<file path="src/rtl/vram_arbiter.sv">
// Single-port VRAM arbiter: the text-mode video fetch owns fixed slots and
// the CPU gets the remaining cycles in three-cycle transactions.
module vram_arbiter #(
  parameter logic [15:0] VID_BASE = 16'h0000,
  parameter int unsigned H_MAX    = 799,
  parameter int unsigned V_MAX    = 524
) (
  input  logic        clk,
  input  logic        reset,
  input  logic [9:0]  hpos,
  input  logic [9:0]  vpos,
  input  logic        display_on,
  input  logic        cpu_req,
  input  logic        cpu_we,
  input  logic [15:0] cpu_addr,
  input  logic [7:0]  cpu_wdata,
  output logic        cpu_ack,
  output logic [7:0]  cpu_rdata,
  output logic [15:0] ram_addr,
  output logic        ram_we,
  output logic [7:0]  ram_wdata,
  input  logic [7:0]  ram_rdata,
  output logic [7:0]  vid_data,
  output logic        vid_valid
);

  typedef enum logic [2:0] {
    IDLE,
    VID,
    VWAIT,
    CPU,
    CWAIT
  } state_e;

  localparam logic [9:0] H_PRE  = 10'(H_MAX - 2);
  localparam logic [9:0] H_BLK  = 10'(H_MAX - 4);
  localparam logic [9:0] V_LAST = 10'(V_MAX);

  state_e      state_q;
  logic [15:0] ram_addr_q;
  logic        ram_we_q;
  logic [7:0]  ram_wdata_q;
  logic        cpu_ack_q;
  logic [7:0]  cpu_rdata_q;
  logic [7:0]  vid_data_q;
  logic        vid_valid_q;
  logic        rd_q;

  logic        vslot;
  logic        cblock;
  logic        eol;
  logic        cgrant;
  logic [5:0]  row_d;
  logic [6:0]  col_d;
  logic [15:0] vaddr_d;

  always_comb begin
    eol    = (hpos == H_PRE);
    vslot  = (hpos[2:0] == 3'd5)
           && (display_on || eol);
    cblock = (hpos[2:0] inside {3'd3, 3'd4, 3'd5})
           && (display_on
               || ((hpos >= H_BLK) && (hpos <= H_PRE)));
    cgrant = cpu_req && !cblock && !cpu_ack_q;
    row_d  = vpos[8:3];
    col_d  = hpos[9:3] + 7'd1;
    // End-of-line prefetch targets cell 0 of the next line
    if (eol) begin
      col_d = 7'd0;
      if (vpos == V_LAST) row_d = 6'd0;
      else row_d = vpos[8:3] + {5'd0, &vpos[2:0]};
    end
    vaddr_d = VID_BASE + {3'b000, row_d, col_d};
  end

  always_ff @(posedge clk or negedge reset) begin
    if (!reset) begin
      state_q     <= IDLE;
      ram_addr_q  <= '0;
      ram_we_q    <= 1'b0;
      ram_wdata_q <= '0;
      cpu_ack_q   <= 1'b0;
      cpu_rdata_q <= '0;
      vid_data_q  <= '0;
      vid_valid_q <= 1'b0;
      rd_q        <= 1'b0;
    end else begin
      cpu_ack_q   <= 1'b0;
      vid_valid_q <= 1'b0;
      unique case (state_q)
        IDLE: begin
          if (vslot) begin
            state_q    <= VID;
            ram_addr_q <= vaddr_d;
            ram_we_q   <= 1'b0;
          end else if (cgrant) begin
            state_q     <= CPU;
            ram_addr_q  <= cpu_addr;
            ram_we_q    <= cpu_we;
            ram_wdata_q <= cpu_wdata;
            rd_q        <= !cpu_we;
          end
        end
        VID: state_q <= VWAIT;
        VWAIT: begin
          state_q     <= IDLE;
          vid_data_q  <= ram_rdata;
          vid_valid_q <= 1'b1;
        end
        CPU: begin
          state_q  <= CWAIT;
          ram_we_q <= 1'b0;
        end
        CWAIT: begin
          state_q   <= IDLE;
          cpu_ack_q <= 1'b1;
          if (rd_q) cpu_rdata_q <= ram_rdata;
        end
        default: begin
          state_q  <= IDLE;
          ram_we_q <= 1'b0;
        end
      endcase
    end
  end

  assign cpu_ack   = cpu_ack_q;
  assign cpu_rdata = cpu_rdata_q;
  assign ram_addr  = ram_addr_q;
  assign ram_we    = ram_we_q;
  assign ram_wdata = ram_wdata_q;
  assign vid_data  = vid_data_q;
  assign vid_valid = vid_valid_q;

endmodule

</file>
<file path="config.mk">
export PLATFORM = sky130hd
export DESIGN_NAME = vram_arbiter
export DESIGN_NICKNAME = d
export VERILOG_FILES = /design/src/rtl/vram_arbiter.sv
export SDC_FILE = /design/constraint.sdc
export NUM_CORES = 1
export LEC_CHECK = 0
export ABC_AREA = 1
export BUFFER_PORTS_ARGS = -buffer_cell sky130_fd_sc_hd__buf_4
export CORE_ASPECT_RATIO = 0.6
export CORE_UTILIZATION = 52
export DETAILED_ROUTE_END_ITERATION = 10
export HOLD_SLACK_MARGIN = 0.08
export PLACE_DENSITY = 0.84
export SLEW_MARGIN = 10
export SYNTH_ARGS = -nofsm -noshare
export SYNTH_HDL_FRONTEND = slang
export SYNTH_SLANG_ARGS = --single-unit
</file>
<file path="constraint.sdc">
create_clock -name clk -period 3 [get_ports clk]
set_input_delay 0.15 -clock clk [delete_from_list [all_inputs] [get_ports clk]]
set_output_delay 0.15 -clock clk [all_outputs]
set_load 0.02 [all_outputs]
</file>
Word level (Yosys, flattened, before mapping)
Index checks and enable logic that the tools add are counted.
{ "totals": {"input_bits": 57, "regBits": 47, "output_inout_bits": 43, "elab_cells": 57} }
{ "classes": {"reduce_logical": 19, "eq_ne": 10, "order_cmp": 2, "bitwise_logic": 2, "addsub": 2, "n_mux": 13} }
{ "ops": {"columns": ["cell", "count"], "rows": [
  ["$mux W16", 2],
  ["$eq A10 B10 Y1 const B", 2],
  ["$mux W6", 2],
  ["$ge A10 B10 Y1 const B", 1],
  ["$le A10 B10 Y1 const B", 1],
  ["$eq A3 B2 Y1 const B", 3],
  ["$eq A3 B3 Y1 const B", 3],
  ["$pmux W3 S3", 1],
  ["$add A7 B1 Y7 const B", 1],
  ["$mux W7", 1],
  ["$add A6 B1 Y6", 1],
  ["$mux W3", 2],
  ["$reduce_and A2 Y1", 3],
  ["$reduce_and A3 Y1", 2],
  ["$logic_and A1 B1 Y1", 5],
  ["$mux W1", 4],
  ["$eq A3 B1 Y1 const B", 1],
  ["$logic_not A1 Y1", 3],
  ["$logic_not A3 Y1", 1],
  ["$ne A3 B3 Y1 const B", 1],
  ["$reduce_bool A3 Y1", 1],
  ["$reduce_or A3 Y1", 1],
  ["$logic_or A1 B1 Y1", 2],
  ["$not A1 Y1", 2],
  ["other kinds (2)", 2]
]} }

Depth between registers and ports, before layout
{ "logic_depth": {"ltp_word": 10, "depth_mapped": 14, "depth_no_buf": 14} }

Worst setup path after synthesis
Ideal clock, no wire load.
{ "synth_path": {"path_kind": "register to register", "startpoint": "reg state_q[2]", "endpoint": "reg ram_addr_q[0] (netlist: ram_addr[0])", "path_slack_ps": 1660, "period_less_slack_ps": 1340, "n_path_buf": 1, "setup_ps": 65, "t_arrival_ps": 1275, "t_required_ps": 2935, "path_stages_with_launch": 9, "cell_sequence": "dfrtp_1 nor2_1 nand2_1 a21oi_2 nand2_4 nand2_4 buf_6 nand2_1 nand2_1"} }
{ "synth_between": {"elab_chain_len": 2} }
{ "synth_rtl": {"columns": ["item", "line_no", "text"], "rows": [
  ["start: declaration", "39", "state_e state_q;"],
  ["start signal: assignment", "78", "state_q <= IDLE;"],
  ["start signal: assignment", "93", "state_q <= VID;"],
  ["start signal: assignment", "97", "state_q <= CPU;"],
  ["$logic_not A3 Y1", "90", "unique case (state_q)"],
  ["$reduce_and A2 Y1 (no source line)", null, null],
  ["end signal: assignment", "94", "ram_addr_q <= vaddr_d;"],
  ["end signal: assignment", "98", "ram_addr_q <= cpu_addr;"],
  ["end: declaration", "40", "logic [15:0] ram_addr_q;"]
]} }
Every way passes these cells.
A chain may end at the register's enable or synchronous reset.

Worst setup path after layout
{ "layout_path": {"startpoint": "reg state_q[2]", "endpoint": "reg ram_wdata_q[0] (netlist: ram_wdata[0])"} }
{ "layout_between": {"elab_chain_len": 2} }
{ "layout_rtl": {"columns": ["item", "line_no", "text"], "rows": [
  ["$logic_not A3 Y1", "90", null],
  ["$reduce_and A3 Y1 (no source line)", null, null],
  ["end signal: assignment", "100", "ram_wdata_q <= cpu_wdata;"],
  ["end: declaration", "42", "logic [7:0] ram_wdata_q;"]
]} }
Every way passes these cells.

==> results.yml <==
outcome:
  status: "completed"
sta:
  grt_setup_unrepaired: "false"
  fin_crit_ps: 1680
  tightest_slew_ps: 563
  period_share: 0.560
  setup_viol: 0
  finClkSkew_ps: 3.93
  clock.fmax_ghz: 0.595
  final.setup.tns_ps: 0
  hold_viol_final: 0
  relSlewSlack: 0.624
  slew_viol_final: 0
  hold_slack_ps: 83.8
finish:
  layout_common_cells: "nand2_1, buf_4, dfrtp_1"
  layout.nets: 495
  final_common_cell: "nand2_1"
  area_delta_synth_final_pct: 39.9
  finish.utilization: 0.796
  drive_gt1_frac: 0.283
  diodes: 0
  layoutNonFillerInstCount: 495
global_route:
  grt-ovfl-total: 0
  antenna_found_initial: 0
  gr-usage-all-layers: 0.261
  grt_pass1_wl_um: 10000
  grt_pass1_vias: 2253
  grt_max_degree: 48
cts:
  clk_pin_slew_ps: 80
  h-tree-depth: 2
  cts_tree: "yes"
  clk_latency_ps: 290
  root_buffer: "clkbuf_8"
  cts_resized: 0
  cts_buffers: 5
  numClockSinks: 47
  clock_path_buffers: 2
yosys:
  synth_cell_types: 26
  synth_seq_area_share: 0.481
  yosys_warnings: 0
  ys_ff_latch: 47
  syn_area_sq_um: 2450
  avgSynthCellArea_sq_um: 7.53
  syn-num-nets: 385
  synth_cells: 325
die:
  fp-row-count: 18
  die_w_um: 90.5
  die-area_sq_um: 4990
  ioPinCount: 100
  die_h_um: 55.1
  initial_core_util: 0.569
  core_sq_um: 4300
worst_setup_path:
  cp_max_fo: 14
  cp-start-kind: "register"
  critPathTopFamily: "simple AND/OR/NAND/NOR gates"
  critPathMaxStageDelay_ps: 420
  critPathMostFrequentCell: "nand2_1"
  path_class: "reg2reg"
  critical_path.cell_chain: "nor2_1, nand2_1, nor2_4, inv_1, nand2_1, nand2_1"
  cp-end-kind: "register"
  path_buf_inv: 1
  critPathRequiredTime_ps: 3190
  cp_data_arrival_time_ps: 1870
  crit_path_top_delay_cell: "dfrtp_1"
hold_path:
  hold_class: "in2reg"
routing:
  drt_pre_antenna_iters: 4
  viasPerCell: 4.91
  vias: 2428
  route.detailed.drc: 0
  initialDrtViolationCount: 126
  avgRoutedWirePerCell_um: 12.1
  routed_wl_um: 5990
  ant_nets: 0
place:
  placed_cells: 477
  numPortBuffers: 99
  dpl.hpwl_um: 4500
  gp_congestion: 0.883
run:
  cap_violations: 0
power_and_ir_drop:
  power.leakage_nw: 1.95
  irDropWorstVdd_v: 0.000606
  power_mw: 2.94
  powerDensity_nw_per_um2: 859
-- tightest hold or removal path, stage by stage --
cell,delay [ps]
buf_4,80
nand2_1,50
nand2_1,60
-- cell families after synthesis --
| logic type | share of synthesized area |
|---|---|
| compound gates | 0.0686 |
| xor+xnor | 0.0179 |
| fa+ha+maj | 0.0153 |
| buf+inv | 0.0726 |
| flops | 0.481 |
| simple gates | 0.345 |
-- state kept, by name, summed over array words and instances (netlist names) --
register and count:
ram_addr 16, cpu_rdata 8, ram_wdata 8, vid_data 8
state_q 3, cpu_ack 1, ram_we 1, rd_q 1
vid_valid 1
-- metrics by stage --
step,instance area (sq um),worst slack (ps)
after global routing,3420,1120
final,3420,1320
after floorplan,2450,1660
after global placement,3210,1370
after detailed placement,3210,1330
after CTS,3420,1320
-- where the power goes --
group / internal [mW] / leakage (nW) / switching (mW)
Sequential: 0.917 / 0.588 / 0.165
Combinational: 0.567 / 1.31 / 0.853
Clock: 0.244 / 0.0513 / 0.196
Total: 1.73 / 1.95 / 1.21
-- path summary, 6_finish.rpt --
| check | from | to | slack (ps) | cells after the start |
|---|---|---|---|---|
| min in group asynchronous | reset | cpu_rdata[4]$_DFFE_PN0P_ | 400 | 2 |
| worst max-delay path | state_q[2]$_DFFE_PN0P_ | ram_wdata[0]$_DFFE_PN0P_ | 1320 | 6 |
| worst min register to register | ram_wdata[6]$_DFFE_PN0P_ | ram_wdata[6]$_DFFE_PN0P_ | 480 | 2 |
| worst min-delay path | cpu_addr[13] | ram_addr[13]$_DFFE_PN0P_ | 80 | 3 |
| max in group asynchronous | reset | ram_addr[8]$_DFFE_PN0P_ | 2220 | 2 |
| worst max register to register | state_q[2]$_DFFE_PN0P_ | ram_wdata[0]$_DFFE_PN0P_ | 1320 | 6 |
-- cell type report --
class	count	area (sq um)
Clock buffer	6	72.6
Fill cell	303	878
Timing Repair Buffer	110	853
Sequential cell	47	1180
Clock inverter	1	30.0
Multi-Input combinational cell	238	1090
Tap cell	60	75.1
Inverter	33	124
-- per-layer routing --
layer	wire length, um	vias to the layer above	global-route usage
li1	-	1215	-
met2	2700	99	0.449
met3	404	4	0.0587
met5	0	-	0
met4	29	0	0.0430
met1	2860	1110	0.352
-- Yosys cell counts --
library cell / number / area, sq um
nand2_1: 156 / 586
dfrtp_1: 47 / 1180
inv_1: 30 / 113
o21ai_0: 24 / 120
nor2_1: 16 / 60.1
nand3_1: 12 / 60.1
xor2_1: 5 / 43.8
nand2_4: 4 / 45.0
buf_6: 3 / 33.8
ha_1: 3 / 37.5
inv_2: 3 / 11.3
nand2_2: 3 / 18.8
nor2_2: 3 / 18.8
clkbuf_1: 2 / 7.51
nor3_1: 2 / 10.0
nor3_2: 2 / 20.0
a211oi_1: 1 / 7.51
a21boi_0: 1 / 7.51
a21oi_2: 1 / 8.76
a21oi_4: 1 / 16.3
buf_2: 1 / 5.00
buf_4: 1 / 7.51
nand3b_1: 1 / 7.51
nand4_1: 1 / 6.26
nor2_4: 1 / 11.3
o21a_1: 1 / 7.51
-- repair_timing --
action / 4_1_cts / 5_1_grt
hold buffers: 11 / 0
setup buffers: 0 / 0
endpoints found under the hold margin: 57 / 0
Power figures use the tool's default switching activity.
